**config.mk**
```make
export PLATFORM = sky130hd
export DESIGN_NAME = stream_logic_reduce
export DESIGN_NICKNAME = d
export VERILOG_FILES = /design/src/rtl/stream_logic_pkg.sv /design/src/rtl/stream_logic_reduce_lane_reduce.sv /design/src/rtl/stream_logic_reduce.sv
export SDC_FILE = /design/constraint.sdc
export NUM_CORES = 1
export LEC_CHECK = 0
export BUFFER_PORTS_ARGS = -buffer_cell sky130_fd_sc_hd__clkbuf_2
export CORE_MARGIN = 3
export CORE_UTILIZATION = 50
export CTS_BUF_LIST = sky130_fd_sc_hd__clkbuf_4
export CTS_CLUSTER_DIAMETER = 30
export DETAILED_ROUTE_END_ITERATION = 6
export PLACE_DENSITY = 0.71
export SLEW_MARGIN = 40
export SYNTH_ARGS = -nofsm -noshare
export SYNTH_HDL_FRONTEND = slang
export SYNTH_SLANG_ARGS = --single-unit
```
**constraint.sdc**
```tcl
create_clock -name clk -period 4.63 [get_ports clk]
set_input_delay 0.463 -clock clk [delete_from_list [all_inputs] [get_ports clk]]
set_output_delay 0.463 -clock clk [all_outputs]
set_load 0.005 [all_outputs]
```
**src/rtl/stream_logic_pkg.sv**
```systemverilog
// Shared types and the two-input bit operator for the streaming logic reducer.
package stream_logic_pkg;

  localparam int MODE_W = 2;

  typedef enum logic [MODE_W-1:0] {
    MODE_AND  = 2'd0,
    MODE_OR   = 2'd1,
    MODE_XOR  = 2'd2,
    MODE_NAND = 2'd3
  } mode_t;

  typedef enum logic [1:0] {
    S_IDLE = 2'd0,
    S_ACC  = 2'd1,
    S_OUT  = 2'd2
  } state_t;

  // Base operator on one bit. NAND folds with AND; its inversion is applied
  // only once, at the packet output.
  function automatic logic op_bit(input logic a, input logic b, input mode_t m);
    logic r;
    case (m)
      MODE_OR:  r = a | b;
      MODE_XOR: r = a ^ b;
      default:  r = a & b;
    endcase
    return r;
  endfunction

endpackage

```
**src/rtl/stream_logic_reduce_lane_reduce.sv**
```systemverilog
// Combinational OPS-to-1 bitwise reduction of WIDTH-bit lanes.
module lane_reduce
  import stream_logic_pkg::*;
#(
  parameter int WIDTH = 8,
  parameter int OPS   = 2
) (
  input  logic [OPS*WIDTH-1:0] in_data,
  input  mode_t                mode,
  output logic [WIDTH-1:0]     result
);

  // Fold lanes 1..OPS-1 into lane 0 with the base operator.
  always_comb begin
    result = in_data[WIDTH-1:0];
    for (int k = 1; k < OPS; k++) begin
      for (int b = 0; b < WIDTH; b++) begin
        result[b] = op_bit(result[b], in_data[k*WIDTH+b], mode);
      end
    end
  end

endmodule

```
**src/rtl/stream_logic_reduce.sv**
```systemverilog
// Streaming bitwise reducer: lanes combined per beat, beats folded per packet,
// one registered result per packet over valid/ready.
//
// state  | meaning
// S_IDLE | no partial packet, next beat starts a packet
// S_ACC  | partial packet held in acc_q, mode latched in mode_q
// S_OUT  | result held on out_data/out_beats until out_ready
module stream_logic_reduce
  import stream_logic_pkg::*;
#(
  parameter int WIDTH = 8,
  parameter int OPS   = 2,
  parameter int CNT_W = 8
) (
  input  logic                 clk,
  input  logic                 rst_n,
  input  logic                 in_valid,
  output logic                 in_ready,
  input  logic [OPS*WIDTH-1:0] in_data,
  input  logic                 in_last,
  input  logic [MODE_W-1:0]    in_mode,
  output logic                 out_valid,
  input  logic                 out_ready,
  output logic [WIDTH-1:0]     out_data,
  output logic [CNT_W-1:0]     out_beats
);

  state_t            state_q, state_d;
  mode_t             mode_q, mode_d;
  logic [WIDTH-1:0]  acc_q, acc_d;
  logic [CNT_W-1:0]  cnt_q, cnt_d;
  logic [WIDTH-1:0]  out_data_q, out_data_d;
  logic [CNT_W-1:0]  out_beats_q, out_beats_d;

  mode_t             beat_mode;
  logic [WIDTH-1:0]  beat_res;
  logic [WIDTH-1:0]  fold_res;
  logic [CNT_W-1:0]  cnt_inc;
  logic              accept;

  // The first beat uses the incoming mode; later beats use the latched one.
  assign beat_mode = (state_q == S_IDLE) ? mode_t'(in_mode) : mode_q;
  assign in_ready  = (state_q != S_OUT);
  assign accept    = in_valid && in_ready;
  assign out_valid = (state_q == S_OUT);
  assign out_data  = out_data_q;
  assign out_beats = out_beats_q;

  lane_reduce #(
    .WIDTH (WIDTH),
    .OPS   (OPS)
  ) u_lane_reduce (
    .in_data (in_data),
    .mode    (beat_mode),
    .result  (beat_res)
  );

  // Fold the current beat into the accumulator; saturating beat count.
  always_comb begin
    fold_res = acc_q;
    for (int b = 0; b < WIDTH; b++) begin
      fold_res[b] = op_bit(acc_q[b], beat_res[b], mode_q);
    end
    cnt_inc = (cnt_q == {CNT_W{1'b1}}) ? cnt_q : cnt_q + CNT_W'(1);
  end

  // Next-state, accumulator, counter and output-register updates.
  always_comb begin
    state_d     = state_q;
    mode_d      = mode_q;
    acc_d       = acc_q;
    cnt_d       = cnt_q;
    out_data_d  = out_data_q;
    out_beats_d = out_beats_q;
    case (state_q)
      S_IDLE: begin
        if (accept) begin
          mode_d = mode_t'(in_mode);
          acc_d  = beat_res;
          cnt_d  = CNT_W'(1);
          if (in_last) begin
            out_data_d  = (mode_t'(in_mode) == MODE_NAND) ? ~beat_res : beat_res;
            out_beats_d = CNT_W'(1);
            state_d     = S_OUT;
          end else begin
            state_d = S_ACC;
          end
        end
      end
      S_ACC: begin
        if (accept) begin
          acc_d = fold_res;
          cnt_d = cnt_inc;
          if (in_last) begin
            out_data_d  = (mode_q == MODE_NAND) ? ~fold_res : fold_res;
            out_beats_d = cnt_inc;
            state_d     = S_OUT;
          end
        end
      end
      S_OUT: begin
        if (out_ready) state_d = S_IDLE;
      end
      default: state_d = S_IDLE;
    endcase
  end

  // Registers; reset discards any partial packet.
  always_ff @(posedge clk or negedge rst_n) begin
    if (!rst_n) begin
      state_q     <= S_IDLE;
      mode_q      <= MODE_AND;
      acc_q       <= '0;
      cnt_q       <= '0;
      out_data_q  <= '0;
      out_beats_q <= '0;
    end else begin
      state_q     <= state_d;
      mode_q      <= mode_d;
      acc_q       <= acc_d;
      cnt_q       <= cnt_d;
      out_data_q  <= out_data_d;
      out_beats_q <= out_beats_d;
    end
  end

endmodule

```
==> results of run 1 <==
[placed cells by master (no fill, tap or decap), types with 2 or more instances in the layout]
cell,instances
o31ai_2,2
nand3_2,2
a31oi_1,17
clkbuf_4,7
a31oi_2,8
nand2b_1,18
mux2i_1,11
nand2_1,57
inv_2,2
nor2b_1,17
ha_1,38
clkbuf_2,39
o21ai_0,5
nor2_1,16
a22o_1,2
mux2_2,2
nor3_1,2
o211ai_1,2
o211ai_2,6
dfrtp_1,36
xnor2_1,11
inv_1,39
o21ai_1,6
a21oi_1,6
[final cells by class]
class                           instances  area, sq um
Clock inverter                          2         35.0
Timing Repair Buffer                   41          210
Tap cell                               72         90.1
Fill cell                             540         2360
Sequential cell                        36          901
Clock buffer                            6         45.0
Multi-Input combinational cell        249         1880
Inverter                               41          154
[sequential cells by signal, indices dropped and copies added (netlist names)]
| name | cells |
|---|---|
| cnt_q | 8 |
| acc_q | 8 |
| mode_q | 2 |
| out_beats | 8 |
| out_data | 8 |
| state_q | 2 |
[per-stage QoR]
| stage | instances | setup slack, ns | cell area [sq um] |
|---|---|---|---|
| 2_1_floorplan | 339 | 2.07 | 3030 |
| 3_3_place_gp | 439 | 1.77 | 3230 |
| 3_5_place_dp | 439 | 1.73 | 3240 |
| 4_1_cts | 447 | 1.67 | 3320 |
| 5_1_grt | 447 | 1.42 | 3320 |
| 6_report | 447 | 1.68 | 3320 |
[logic make-up after synthesis]
family / after synthesis
and+or+nand+nor: 123
AOI/OAI and AO/OA: 64
buffers and inverters: 54
adders and majority gates: 38
DFF: 36
muxes: 13
xor gates and xnor gates: 11
[metal layers]
metal | vias up | wire length, um | global-route usage (%)
li1 | 1202 | - | -
met1 | 1186 | 3010 | 25.4
met2 | 31 | 3110 | 31.5
met3 | 7 | 237 | 2.96
met4 | 0 | 70 | 5.12
met5 | - | 0 | 0
[critical path: stages (launching register included)]
cell and delay (ns):
dfrtp_1 0.49, nor2_1 0.29, mux2i_1 0.30, ha_1 0.36, nor2b_1 0.18, a31oi_2 0.25
inv_1 0.07, ha_1 0.28, nand2_1 0.05, a31oi_1 0.29, xnor2_1 0.18, o211ai_2 0.09
[power groups by stage]
stage / Sequential [W] / Combinational, W / Clock (W)
after floorplan: 0.000472 / 0.000647 / 0
final: 0.000482 / 0.000831 / 0.000237
after detailed placement: 0.000489 / 0.000832 / 0
after CTS: 0.000482 / 0.000838 / 0.000243
after global placement: 0.000483 / 0.000804 / 0
after global routing: 0.000496 / 0.000939 / 0.000254
[path summary, 6_finish.rpt]
| kind | to | cells after the start |
|---|---|---|
| worst max-delay path | out_data[3]$_DFFE_PN0P_ | 11 |
| worst min-delay path | out_data[5]$_DFFE_PN0P_ | 1 |
| worst max register to register | out_data[3]$_DFFE_PN0P_ | 11 |
| worst min register to register | out_beats[1]$_DFFE_PN0P_ | 2 |
| max in group asynchronous | mode_q[0]$_DFFE_PN0P_ | 1 |
| min in group clk | state_q[1]$_DFFE_PN0P_ | 2 |
==> metrics.cfg, run 1 <==
[global_route]
first_global_vias=2287
grt_util_all_layers_pct=18.9
grt_max_degree=37
grt_pass1_wl_mm=10.9
grt_overflow=0
antenna_found_initial=0

[hold_path]
holdCritPathClass=primary input to async pin

[clocking]
cts_resized=0
clk_pin_slew_ns=0.13
root_buffer=clkbuf_4
hold_buffers=0
cts_max_level=2
cts.sinks=36
clk-insertion-delay-late_ns=0.36
cts_buffers=5
cts_setup_buffers=0
tritoncts=yes
cts_buffer_depth=2

[timing]
drv_slew=0
hold_viol_final=0
setup_viol=0
fmax_mhz=339
finClkSkew_ns=0.00930
setup_tns_ns=0
rsz0062_at_grt=no
min_period_ns=2.95
worst_slew_pin_slew_ns=0.556
relSlewSlack_pct=62.9
fin_crit_sh_pct=63.8
timing.hold.ws_ns=0.0775

[finish]
area_growth_pct=9.59
drive_gt1_share_pct=21.6
nNetsFinal=435
post-route-util_pct=58.4
diodes=0

[drt]
first_iter_violations=155
firstDrtPassIters=4
wl_per_cell_um=14.4
drc=0
antenna_left=0
viasPerCell=5.43
wl_mm=6.43
vias=2426

[power_and_ir_drop]
seqPwrFrac_pct=31.1
power_frac_comb_pct=53.6
switching_share_pct=42.8
p_switching_w=0.000664
p_leak_nw=1.63
intPower_w=0.000886
powerDensity_nw_per_um2=467
total_power_w=0.00155
ir_worst_vdd_mv=0.288
power.share.clock_pct=15.3

[critical_path]
crit_type=flop to flop
cp.arrival_ns=3.21
cp.required_ns=4.88
cp-startpoint=state_q[1]$_DFFE_PN0P_
end_kind=flop
timing.rr.start=state_q[1]$_DFFE_PN0P_
rrSetupSlack_ns=1.68
startpoint_type=flop
crit_fanout=9

[logic_synthesis]
yosysMostFrequentCell=nand2_1
synth_nets=400
synth_xor_area_share_pct=3.18
synth_area_sq_um=3030
yosysSeqAreaShare_pct=29.8
yosysUniqueCellTypes=48
synthTopCellsByArea=dfrtp_1 30%, ha_1 16%, nand2_1 7.1%
synthTopCellsByCount=57 x nand2_1, 39 x inv_1, 38 x ha_1
synthAdderAreaFrac_pct=15.7
yosysWarningCount=0
muxShareOfSynthArea_pct=4.38
syn_inst=339
ys.flop_type=dfrtp_1
synthSimpleGateAreaFrac_pct=21.7
async_flop_share_pct=100
synth_top_area_share_pct=29.8
synth_top_family_by_area=simple AND/OR/NAND/NOR gates
syn_avg_cell_area_sq_um=8.92
synth_compound_area_share_pct=17.2
synth_edf_count=0
ys_seq_elements=36
synth_top_cell_by_area=dfrtp_1

[place]
io_buffers=40
gp_congestion=0.824
hpwl_mm=4.67

[floorplanning]
num_rows=27
chipHeight_um=83.8
ios=41
start_util_pct=53.3
die-area_sq_um=7020
die_w_um=83.8
core_region_area_sq_um=5680

[run]
cap_violations=0

[run_status]
outcome=finished clean

(Power assumes the default switching activity.)
==> inputs of run 2 (changes only) <==
Settings changed: PLACE_DENSITY 0.71 to 0.74.
Clock period 4.63 ns to 2.4 ns, I/O delays scaled along.
==> metrics.cfg, run 2 (synthesis gave the netlist of run 1 again) <==
[timing]
rsz0062_at_grt=yes
min_period_ns=2.62  ; -0.337 ns
setup_viol=16  ; +16
worst_slew_pin_slew_ns=0.660  ; +0.103 ns
finClkSkew_ns=0.0107  ; +0.00144 ns
hold_viol_final=0  ; unchanged
timing.final.ws_setup_ns=-0.216  ; -1.89 ns
drv_slew=0  ; unchanged
fmax_mhz=382  ; +13%
relSlewSlack_pct=56.0  ; -6.9 points
fin_crit_sh_pct=109  ; +45 points

[drt]
wl_per_cell_um=14.9  ; +3.6%
first_iter_violations=149  ; -3.9%
drc=0  ; unchanged
firstDrtPassIters=4  ; unchanged
antenna_left=0  ; unchanged
vias=2547  ; +5.0%
viasPerCell=5.49  ; +1.1%
wl_mm=6.91  ; +7.5%

[power_and_ir_drop]
powerDensity_nw_per_um2=964  ; +110%
ir_worst_vdd_mv=0.513  ; +78%
p_leak_nw=1.77  ; +8.6%

[clocking]
cts_buffers=5  ; unchanged
cts.sinks=36  ; unchanged
root_buffer=clkbuf_4
tritoncts=yes
cts_buffer_depth=2  ; unchanged
cts_max_level=2  ; unchanged
clk_pin_slew_ns=0.11  ; -0.02 ns
clk-insertion-delay-late_ns=0.35  ; about the same

[critical_path]
rrSetupSlack_ns=-0.22  ; -1.89 ns
r2r_end=out_data[3]$_DFFE_PN0P_
timing.rr.start=state_q[1]$_DFFE_PN0P_
cp-endpoint=out_data[3]$_DFFE_PN0P_
crit_type=flop to flop
crit_fanout=6  ; -3
startpoint_type=flop
reg2reg_depth=12  ; +1
end_kind=flop
cp.required_ns=2.63  ; -2.25 ns
cp-startpoint=state_q[1]$_DFFE_PN0P_
cp.arrival_ns=2.84  ; -0.37 ns

[global_route]
grt_util_all_layers_pct=19.2  ; +0.37 points
grt_util_met1_pct=24.0  ; -1.3 points
grt_use_met3_pct=3.46  ; +0.49 points
grt_max_degree=26  ; -30%
antenna_found_initial=0  ; unchanged
grtUsageMet2_pct=33.1  ; +1.6 points
first_global_vias=2388  ; +4.4%
grt_pass1_wl_mm=11.1  ; +2.0%
grt_overflow=0  ; unchanged
gr-max-usage-layer=met2

[finish]
diodes=0  ; unchanged
nNetsFinal=452  ; +3.9%
drive_gt1_share_pct=33.2  ; +12 points
layout_commonest_cell=nand2_1
fill_cells=468  ; -13%
mostFrequentLayoutCells=56 x nand2_1, 40 x clkbuf_2, 36 x inv_1
area_growth_pct=23.1
seqCellArea_sq_um=902  ; +0.14%
post-route-util_pct=65.6  ; +7.2 points
multi_input_area_sq_um=2170  ; +16%
final_area_sq_um=3720  ; +12%

[floorplanning]
core_region_area_sq_um=5680  ; unchanged
die_w_um=83.8  ; unchanged
num_rows=27  ; unchanged
ios=41  ; unchanged
chipHeight_um=83.8  ; unchanged
start_util_pct=53.3  ; unchanged
die-area_sq_um=7020  ; unchanged

[run]
cap_violations=0  ; unchanged

[run_status]
violations=setup timing
outcome=finished, violations left

[place]
place_area_sq_um=3410  ; +5.5%
gp_congestion=0.853  ; +3.6%
hpwl_mm=4.84  ; +3.6%
post-place-ws_ns=-0.140  ; -1.87 ns
io_buffers=40  ; unchanged

[hold_path]
hp-start=out_ready
holdCritPathClass=primary input to flop

[run 2: cell types whose count changed in the layout (fill, tap and decap cells not counted), sizes merged]
cell         previous run  this run
buf                     1        17
bufinv                  1         0
clkbuf                 46        47
dlygate4sd3             0         1
[run 2: per-layer routing]
layer	vias to the layer above	share of wire [%]	wire length [um]
met5	-	0	0
met4	0	2.3	156
met3	14	4.2	287
met2	63	52	3560
met1	1228	42	2910
li1	1242	-	-
[run 2: through the flow]
| stage | power [W] | TNS [ns] | instances | hold WS, ns |
|---|---|---|---|---|
| floorplan | 0.00227 | -0.0581 | 339 | -0.0556 |
| global placement | 0.00273 | -0.173 | 453 | 0.276 |
| detailed placement | 0.00280 | -1.35 | 453 | 0.281 |
| CTS | 0.00315 | -1.68 | 462 | 0.0847 |
| global route | 0.00385 | -4.03 | 464 | 0.103 |
| finish | 0.00359 | -1.89 | 464 | 0.105 |
[run 2: power breakdown]
| part | switching [W] | internal (W) |
|---|---|---|
| clock network | 0.000201 | 0.000137 |
| logic | 0.00121 | 0.00112 |
| registers | 0.000152 | 0.000776 |
| total | 0.00156 | 0.00203 |
[run 2: worst min-delay path by stage]
stage | endpoint | slack, ns | depth (start not counted)
after global routing | state_q[1]$_DFFE_PN0P_ | 0.10 | 2
final | state_q[1]$_DFFE_PN0P_ | 0.11 | 2
after floorplan | acc_q[0]$_DFFE_PN0P_ | -0.06 | 0
after detailed placement | mode_q[0]$_DFFE_PN0P_ | 0.28 | 1
after global placement | state_q[0]$_DFFE_PN0P_ | 0.28 | 1
after CTS | state_q[1]$_DFFE_PN0P_ | 0.08 | 2
[run 2: worst max-delay path: stages, from the launching register on]
cell and delay (ns):
dfrtp_2 0.44, nor2_4 0.19, mux2i_4 0.29, ha_4 0.25, buf_6 0.13, nor2b_4 0.13
a31oi_4 0.14, inv_1 0.06, ha_1 0.27, nand2_1 0.06, a31oi_2 0.27, xnor2_1 0.17
o211ai_2 0.09
[run 2: timing repair]
| action | in CTS | in global routing |
|---|---|---|
| gates resized for setup | 0 | 44 |
| pin swaps | 0 | 20 |
| hold endpoints to repair | 22 | 0 |
| hold buffers | 1 | 0 |
| buffers inserted | 0 | 2 |
| setup endpoints to repair | 16 | 16 |
[run 2: cell type report]
type                       instances  area share [%]
multi-input combinational        249            58.3
sequential                        36            24.2
timing repair buffer              58            9.17
inverter                          41            4.33
tap                               72            2.42
clock buffer                       7            1.41
clock inverter                     1           0.134
==> inputs of run 3 (changes only) <==
Settings changed: BUFFER_PORTS_ARGS -buffer_cell sky130_fd_sc_hd__clkbuf_2 to unset, CTS_BUF_LIST sky130_fd_sc_hd__clkbuf_4 to sky130_fd_sc_hd__clkbuf_16, DONT_BUFFER_PORTS set to 1, PLACE_DENSITY 0.74 to 0.68.
==> metrics.cfg, run 3 (synthesis gave the netlist of run 1 again) <==
[global_route]
grt_pass1_wl_mm=11.8  ; +6.2%
grt_util_all_layers_pct=20.4  ; +1.2 points
grt_overflow=0  ; unchanged
grt_max_degree=37  ; +42%
first_global_vias=2477  ; +3.7%
antenna_found_initial=0  ; unchanged

[critical_path]
cp-endpoint=out_data[7]$_DFFE_PN0P_
cp_top_family=compound AO/OA/AOI/OAI gates
critPathBufInv=1  ; -1
max_stage_delay_ns=0.40  ; -0.04 ns
startpoint_type=flop
crit_fanout=9  ; +3
rrSetupSlack_ns=-0.10  ; +0.11 ns
crit_type=flop to flop
crit_top_cell=a31oi_2
cp_cell_sequence=nor2_4, mux2i_4, ha_4, nor2b_1, a31oi_2, inv_1, ha_1, nand2b_1, a31oi_2, xnor2_1, o211ai_1
cp.required_ns=2.55  ; -0.08 ns
end_kind=flop
cp.arrival_ns=2.65  ; -0.19 ns
cp-startpoint=state_q[0]$_DFFE_PN0P_
r2r_end=out_data[7]$_DFFE_PN0P_
reg2reg_depth=11  ; -1
path_depth=11  ; -1
slowest_stage=dfrtp_1
timing.rr.start=state_q[0]$_DFFE_PN0P_

[place]
hpwl_mm=4.74  ; -2.2%
io_buffers=0  ; -100%
gp_congestion=0.837  ; -1.8%

[power_and_ir_drop]
ir_worst_vdd_mv=0.472  ; -7.9%
powerDensity_nw_per_um2=1010  ; +4.7%
p_leak_nw=1.57  ; -11%
total_power_w=0.00346  ; -3.6%

[finish]
drive_gt1_share_pct=19.5  ; -14 points
mostFrequentLayoutCells=56 x nand2_1, 40 x inv_1, 36 x ha_1
diodes=0  ; unchanged
fill_cells=493  ; +5.3%
area_growth_pct=13.3
layout_commonest_cell=nand2_1
post-route-util_pct=60.4  ; -5.2 points
nNetsFinal=409  ; -9.5%

[clocking]
cts_buffers=5  ; unchanged
clk_pin_slew_ns=0.06  ; -0.05 ns
clk-insertion-delay-late_ns=0.28  ; -0.07 ns
cts_max_level=2  ; unchanged
root_buffer=clkbuf_16
tritoncts=yes
cts.sinks=36  ; unchanged
cts_buffer_depth=2  ; unchanged
cts_setup_buffers=0  ; unchanged

[floorplanning]
core_region_area_sq_um=5680  ; unchanged
ios=41  ; unchanged
chipHeight_um=83.8  ; unchanged
die-area_sq_um=7020  ; unchanged
die_w_um=83.8  ; unchanged
start_util_pct=53.3  ; unchanged
num_rows=27  ; unchanged

[run_status]
outcome=finished, violations left
violations=setup timing

[drt]
viasPerCell=5.52  ; +0.52%
wl_mm=6.73  ; -2.7%
drc=0  ; unchanged
antenna_left=0  ; unchanged
firstDrtPassIters=4  ; unchanged
wl_per_cell_um=16.0  ; +7.3%
vias=2323  ; -8.8%
first_iter_violations=115  ; -23%

[timing]
relSlewSlack_pct=63.4  ; +7.4 points
drv_slew=0  ; unchanged
fmax_mhz=400  ; +4.5%
fin_crit_sh_pct=104  ; -4.7 points
rsz0062_at_grt=yes
min_period_ns=2.50  ; -0.113 ns
timing.final.ws_setup_ns=-0.103  ; +0.113 ns
hold_viol_final=0  ; unchanged
finClkSkew_ns=0.00371  ; -0.00702 ns
setup_viol=14  ; -2
worst_slew_pin_slew_ns=0.549  ; -0.110 ns

[hold_path]
holdCritPathClass=primary input to flop

[run]
cap_violations=0  ; unchanged

[run 3: changes by cell type in the layout (fill, tap and decap cells not counted), sizes merged]
| cell | change |
|---|---|
| clkbuf | -42 |
| buf | -3 |
| clkinvlp | +1 |
| inv | +1 |
[run 3: area by class of cell]
type / count / area (sq um) / area share, %
inverter: 41 / 154 / 4.49
sequential: 36 / 902 / 26.3
clock buffer: 5 / 125 / 3.65
clock inverter: 3 / 15.0 / 0.438
multi-input combinational: 249 / 2010 / 58.8
timing repair buffer: 15 / 128 / 3.72
tap: 72 / 90.1 / 2.63
[run 3: worst min path at each step]
stage | slack [ns] | endpoint | depth (start not counted) | start
floorplan | -0.06 | acc_q[0]$_DFFE_PN0P_ | 0 | rst_n
global placement | -0.05 | acc_q[6]$_DFFE_PN0P_ | 0 | rst_n
detailed placement | -0.05 | out_data[6]$_DFFE_PN0P_ | 0 | rst_n
CTS | 0.04 | state_q[0]$_DFFE_PN0P_ | 1 | in_last
global route | 0.03 | state_q[0]$_DFFE_PN0P_ | 1 | in_last
finish | 0.04 | state_q[0]$_DFFE_PN0P_ | 1 | in_last
[run 3: power by group]
| group | internal, W | total (W) | switching (W) |
|---|---|---|---|
| sequential | 0.000779 | 0.000940 | 0.000161 |
| combinational | 0.000866 | 0.00189 | 0.00102 |
| clock | 0.000377 | 0.000637 | 0.000259 |
[run 3: repair_timing]
item,4_1_cts,5_1_grt
gates cloned,0,0
endpoints found under the setup margin,16,16
hold buffers,2,0
endpoints found under the hold margin,36,0
pin swaps,0,5
resized for setup,4,7
[run 3: worst register-to-register path: stages, from the launching register on]
cell	delay, ns
dfrtp_1	0.40
nor2_4	0.19
mux2i_4	0.28
ha_4	0.25
nor2b_1	0.14
a31oi_2	0.21
inv_1	0.07
ha_1	0.19
nand2b_1	0.15
a31oi_2	0.25
xnor2_1	0.14
o211ai_1	0.10
[run 3: layer usage]
metal  track usage [%]  wire (um)
met1              27.6       3150
met2              31.7       3100
met3              4.84        398
met4              7.31         81
met5                 0          0
[run 3: metrics by stage]
stage          worst slack, ns  setup TNS (ns)  hold slack [ns]  cells  cell area, sq um
6_report                -0.103          -0.691           0.0410    421              3430
5_1_grt                 -0.244           -3.02           0.0333    421              3430
4_1_cts                -0.0948          -0.724           0.0396    421              3390
3_5_place_dp            -0.155           -1.63          -0.0542    411              3200
3_3_place_gp           -0.0460          -0.278          -0.0542    411              3200
2_1_floorplan          -0.0113         -0.0581          -0.0556    339              3100
